--- config.mk ---
export PLATFORM = sky130hd
export DESIGN_NAME = fifo_junior_flat
export DESIGN_NICKNAME = d
export VERILOG_FILES = /design/src/rtl/fifo_junior_pkg.sv /design/src/rtl/fifo_junior_if.sv /design/src/rtl/fifo_junior_mem.sv /design/src/rtl/fifo_junior.sv /design/src/flat_wrapper.sv
export SDC_FILE = /design/constraint.sdc
export NUM_CORES = 1
export LEC_CHECK = 0
export BUFFER_PORTS_ARGS = -buffer_cell sky130_fd_sc_hd__buf_2
export CORE_ASPECT_RATIO = 0.8
export CORE_UTILIZATION = 35
export CTS_CLUSTER_SIZE = 16
export DETAILED_ROUTE_END_ITERATION = 8
export PLACE_DENSITY = 0.59
export SYNTH_ARGS = -nofsm -noshare
export SYNTH_HDL_FRONTEND = slang
export SYNTH_SLANG_ARGS = --single-unit
export TNS_END_PERCENT = 1
--- constraint.sdc ---
create_clock -name clk_i -period 5.44 [get_ports clk_i]
set_input_delay 0 -clock clk_i [delete_from_list [all_inputs] [get_ports clk_i]]
set_output_delay 0 -clock clk_i [all_outputs]
set_load 0.02 [all_outputs]
--- src/rtl/fifo_junior_pkg.sv ---
// rtl/fifo_junior_pkg.sv - shared sizes and types for the fifo_junior byte FIFO
// Purpose: word width, depth, pointer/count widths and their typedefs.
// Ports:   none (package).
package fifo_junior_pkg;

   localparam int DATA_W = 8;
   localparam int DEPTH  = 16;
   localparam int ADDR_W = $clog2(DEPTH);
   localparam int CNT_W  = ADDR_W + 1;

   typedef logic [DATA_W-1:0] data_t;
   typedef logic [ADDR_W-1:0] ptr_t;
   typedef logic [CNT_W-1:0]  cnt_t;

endpackage

--- src/rtl/fifo_junior_if.sv ---
// rtl/fifo_junior_if.sv - producer/consumer handshake bundle for fifo_junior
// Purpose: groups the request, data and status signals of the FIFO.
// Ports (signals):
//   write      producer write request
//   read       consumer read request
//   data_in    write data
//   data_out   registered read data
//   fifo_empty stored count is 0
//   fifo_full  stored count equals DEPTH
// Modports: master = user side (drives requests), slave = FIFO side.
interface fifo_junior_if;
   import fifo_junior_pkg::*;

   logic  write;
   logic  read;
   data_t data_in;
   data_t data_out;
   logic  fifo_empty;
   logic  fifo_full;

   modport master (
      output write, read, data_in,
      input  data_out, fifo_empty, fifo_full
   );

   modport slave (
      input  write, read, data_in,
      output data_out, fifo_empty, fifo_full
   );

endinterface

--- src/rtl/fifo_junior_mem.sv ---
// rtl/fifo_junior_mem.sv - DEPTH x DATA_W storage array for fifo_junior
// Purpose: register array, synchronous write port, combinational indexed read.
// Ports:
//   clk_i  clock
//   we     write enable
//   waddr  write index
//   wdata  write data
//   raddr  read index
//   rdata  contents at raddr (pre-edge value, so a same-edge write to the
//          slot being read returns the old word)
module fifo_junior_mem
   import fifo_junior_pkg::*;
(
   input  logic  clk_i,
   input  logic  we,
   input  ptr_t  waddr,
   input  data_t wdata,
   input  ptr_t  raddr,
   output data_t rdata
);

   // Contents are deliberately not reset; the pointers guarantee that only
   // previously written slots are ever read.
   data_t mem [DEPTH];

   always_ff @(posedge clk_i) begin
      if (we) begin
         mem[waddr] <= wdata;
      end
   end

   assign rdata = mem[raddr];

endmodule

--- src/rtl/fifo_junior.sv ---
// rtl/fifo_junior.sv - single-clock 16 x 8 FIFO with drop-on-full, ignore-on-empty
// Purpose: pointers, occupancy count, status flags and registered read data.
// Ports:
//   clk_i  clock, all state on rising edge
//   rst_i  asynchronous active-low reset
//   bus    fifo_junior_if.slave (write/read/data_in in, data_out/flags out)
module fifo_junior
   import fifo_junior_pkg::*;
(
   input  logic         clk_i,
   input  logic         rst_i,
   fifo_junior_if.slave bus
);

   localparam cnt_t CNT_FULL = cnt_t'(DEPTH);

   ptr_t  wr_ptr;
   ptr_t  rd_ptr;
   cnt_t  count;
   data_t dout_q;
   data_t mem_rdata;
   logic  rd_acc;
   logic  wr_acc;

   // Flags come from the count register only, never from the requests.
   assign bus.fifo_empty = (count == '0);
   assign bus.fifo_full  = (count == CNT_FULL);
   assign bus.data_out   = dout_q;

   // A read frees a slot at the same edge, so a full FIFO still takes a
   // write that is paired with an accepted read. An empty FIFO never
   // bypasses the write to the read side.
   assign rd_acc = bus.read  & ~bus.fifo_empty;
   assign wr_acc = bus.write & (~bus.fifo_full | rd_acc);

   fifo_junior_mem u_mem (
      .clk_i (clk_i),
      .we    (wr_acc),
      .waddr (wr_ptr),
      .wdata (bus.data_in),
      .raddr (rd_ptr),
      .rdata (mem_rdata)
   );

   always_ff @(posedge clk_i or negedge rst_i) begin
      if (!rst_i) begin
         wr_ptr <= '0;
         rd_ptr <= '0;
         count  <= '0;
         dout_q <= '0;
      end else begin
         // Pointers are exactly ADDR_W bits, so increment wraps 15 -> 0.
         if (wr_acc) begin
            wr_ptr <= wr_ptr + ptr_t'(1);
         end
         if (rd_acc) begin
            rd_ptr <= rd_ptr + ptr_t'(1);
            dout_q <= mem_rdata;
         end
         case ({wr_acc, rd_acc})
            2'b10:   count <= count + cnt_t'(1);
            2'b01:   count <= count - cnt_t'(1);
            default: count <= count;
         endcase
      end
   end

endmodule

--- src/flat_wrapper.sv ---
// flat-port wrapper written by rule: the top's interface ports become plain ports
module fifo_junior_flat import fifo_junior_pkg::*;
  (clk_i, rst_i, bus_write, bus_read, bus_data_in, bus_data_out, bus_fifo_empty, bus_fifo_full);
  fifo_junior_if bus_i ();
  input  logic clk_i;
  input  logic rst_i;
  input wire logic [$bits(bus_i.write)-1:0] bus_write;
  input wire logic [$bits(bus_i.read)-1:0] bus_read;
  input wire logic [$bits(bus_i.data_in)-1:0] bus_data_in;
  output wire logic [$bits(bus_i.data_out)-1:0] bus_data_out;
  output wire logic [$bits(bus_i.fifo_empty)-1:0] bus_fifo_empty;
  output wire logic [$bits(bus_i.fifo_full)-1:0] bus_fifo_full;
  assign bus_i.write = bus_write;
  assign bus_i.read = bus_read;
  assign bus_i.data_in = bus_data_in;
  assign bus_data_out = bus_i.data_out;
  assign bus_fifo_empty = bus_i.fifo_empty;
  assign bus_fifo_full = bus_i.fifo_full;
  fifo_junior u_core (.clk_i(clk_i), .rst_i(rst_i), .bus(bus_i));
endmodule
==> flow_metrics.tcl <==
set metrics [dict create \
    finalPower_mw 3.820 \
    die-width_um 148.2 \
    start_util_pct 36.03 \
    fin_nets 371 \
    drive_gt1_share_pct 26.72 \
    post-route-min-period_ns 3.358 \
    vias 2905 \
    grt_max_degree 31 \
    async_flop_share_pct 14.09 \
    dieHeight_um 118.9 \
    maxSlewHeadroom_pct 31.44 \
    cts_setup_buffers 0 \
    drc 0 \
    setup_viol 0 \
    finalHoldViolCount 0 \
    setup_slack_ns 2.082 \
    powerDensity_nw_per_um2 537.8 \
    final_cells 583 \
    synth-main-ff-cell "edfxtp_1" \
    holdWs_ns 0.05159 \
    viasPerCell 4.983 \
    dp_hpwl_mm 7.292 \
    dr.pass1.iters 5 \
    clkTransAtPathRegs_ns 0.06 \
    clock_skew_ns 0.008553 \
    n_antenna_cell 0 \
    p_leak_nw 2.452 \
    rr_worst_depth 8 \
    clockBufferDepth 2 \
    cts-buffers-inserted 17 \
    rsz0062_at_grt "false" \
    crit_required_ns 5.77 \
    routedWlPerCell_um 19.51 \
    path_max_fanout 12 \
    routed_wl_mm 11.38 \
    cts_root_buf "clkbuf_16" \
    syn2layout_area_growth_pct 18.72 \
    gr-total-overflow 0 \
    synth-seq-cells 149 \
    num-fill-cells 1458 \
    synthesis.area_um2 5983 \
    cts_tree "done" \
    post-place-ws_ns 2.121 \
    grt_pass1_vias 3058 \
    hold_path_class "in2reg" \
    end_kind "register" \
    worst-setup-path-type "reg2reg" \
    setup_tns_ns 0 \
    ys_types 37 \
    worst_pin_slew_ns 1.025 \
    coreArea_um2 16610 \
    grt_pass1_wl_mm 17.64 \
    synth_edf_count 128 \
    ir_worst_vdd_mv 0.2431 \
    track_usage_pct 14.11 \
    final_antenna_net_count 0 \
    final_area_um2 7103 \
    clkSinkCount 149 \
    cp-start-kind "register" \
    dp.cells 541 \
    insertion_delay_ns 0.42 \
    fmax_mhz 297.8 \
    synth_nets 330 \
    hold_depth 5 \
    ios 22 \
    port_buffers 21 \
    gp_congestion 0.7448 \
    die_area_um2 17630 \
    dpl_cell_area_um2 6335 \
    final_util_pct 42.77 \
    finalCritPeriodShare_pct 61.73 \
    yosysSeqAreaShare_pct 73.02 \
    rows 42 \
    drtIter0Drc 247 \
    worstPathArrival_ns 3.68 \
    maxCapViolations 0 \
    antenna_found_initial 0 \
    avgSynthCellArea_um2 19.36 \
    cts_resized 0 \
    synthCells 309 \
    h-tree-depth 4 \
    yosys_warnings 0 \
    status "complete, no violations" \
    drv_slew 0 \
]
cell type report:
| type | count | area, µm² | share of cell area [%] |
|---|---|---|---|
| sequential | 149 | 4369 | 61.51 |
| multi-input combinational | 140 | 1518 | 21.37 |
| clock buffer | 17 | 425.4 | 5.989 |
| tap | 220 | 275.3 | 3.875 |
| timing repair buffer | 38 | 257.7 | 3.629 |
| clock inverter | 15 | 242.7 | 3.417 |
| inverter | 4 | 15.01 | 0.2114 |
cell usage in the layout (no fill, tap or decap), drive strengths merged, types with 2 or more instances in the layout:
cell,Yosys,final
nand4,2,2
edfxtp,128,128
nor2,16,16
o21ai,3,3
nor3,4,4
mux2,4,4
xnor2,7,7
clkbuf,5,17
mux2i,15,15
mux4,32,32
buf,11,28
inv,4,10
nand2,19,19
clkinv,0,3
xor2,2,2
nand2b,4,4
a21o,2,2
o211ai,2,2
a21oi,2,2
bufinv,0,5
dfrtp,21,21
dlygate4sd3,0,10
o221ai,8,8
ha,8,8
worst paths after layout:
path / from / endpoint / slack (ns)
worst min register to register: u_core.bus.data_out[4] / u_core.bus.data_out[4] / 0.52
min in group asynchronous: rst_i / u_core.count[1] / 0.11
worst max register to register: u_core.count[0] / u_core.count[4] / 2.08
worst min-delay path: bus_read / u_core.count[4] / 0.05
max in group asynchronous: rst_i / u_core.wr_ptr[2] / 4.96
worst max-delay path: u_core.count[0] / u_core.count[4] / 2.08
power breakdown:
part	switching, mW	leakage, nW	internal [mW]	total (mW)
clock	0.484	0.326	0.830	1.31
sequential	0.130	1.41	1.42	1.55
combinational	0.506	0.719	0.449	0.955
total	1.12	2.45	2.70	3.82
worst max-delay path, cell delays in order, from the launching register on:
cell and delay (ns):
dfrtp_1 0.44, or4_1 0.68, o21ai_2 0.55, nor2_1 0.21, fa_1 0.44, a21o_1 0.19
a21oi_1 0.23, mux2_2 0.36, o221ai_1 0.16
flip-flops by register name (all words and copies together) (netlist names):
signal / cells
u_core.u_mem.mem: 128
u_core.bus.data_out: 8
u_core.rd_ptr: 4
u_core.count: 5
u_core.wr_ptr: 4
Yosys cell counts, types with 2 or more instances:
library cell / number / area share [%]
a21o_1: 2 / 0.25
a21oi_1: 2 / 0.17
buf_2: 8 / 0.67
clkbuf_1: 5 / 0.31
dfrtp_1: 21 / 8.8
edfxtp_1: 128 / 64
ha_1: 8 / 1.7
inv_1: 4 / 0.25
mux2_1: 3 / 0.56
mux2i_1: 15 / 2.5
mux4_2: 32 / 12
nand2_1: 18 / 1.1
nand2b_1: 4 / 0.42
nand4_1: 2 / 0.21
nor2_1: 16 / 1.0
nor3_1: 4 / 0.33
o211ai_1: 2 / 0.25
o21ai_2: 2 / 0.29
o221ai_1: 8 / 1.2
xnor2_1: 7 / 1.0
xor2_1: 2 / 0.29
logic make-up (layout without fill, tap and decap cells):
family / after synthesis / in the layout / share of synthesized area (%)
flops: 149 / 149 / 73.02
mux: 51 / 51 / 15.31
fa+ha+maj: 9 / 9 / 2.008
simple gates: 48 / 48 / 3.618
buf+inv: 20 / 74 / 1.610
compound gates: 23 / 23 / 3.116
xor+xnor: 9 / 9 / 1.318
repair_timing:
action	4_1_cts	5_1_grt
hold buffers	10	0
endpoints found under the hold margin	150	0
setup endpoints to repair	0	0
routing by layer:
layer | track usage, % | wire [µm] | up-vias
li1 | - | - | 1320
met1 | 19.35 | 5492 | 1512
met2 | 21.24 | 5294 | 59
met3 | 4.176 | 465 | 14
met4 | 5.155 | 124 | 0
met5 | 0 | 0 | -
No activity file was read; power rests on OpenSTA's default activity.
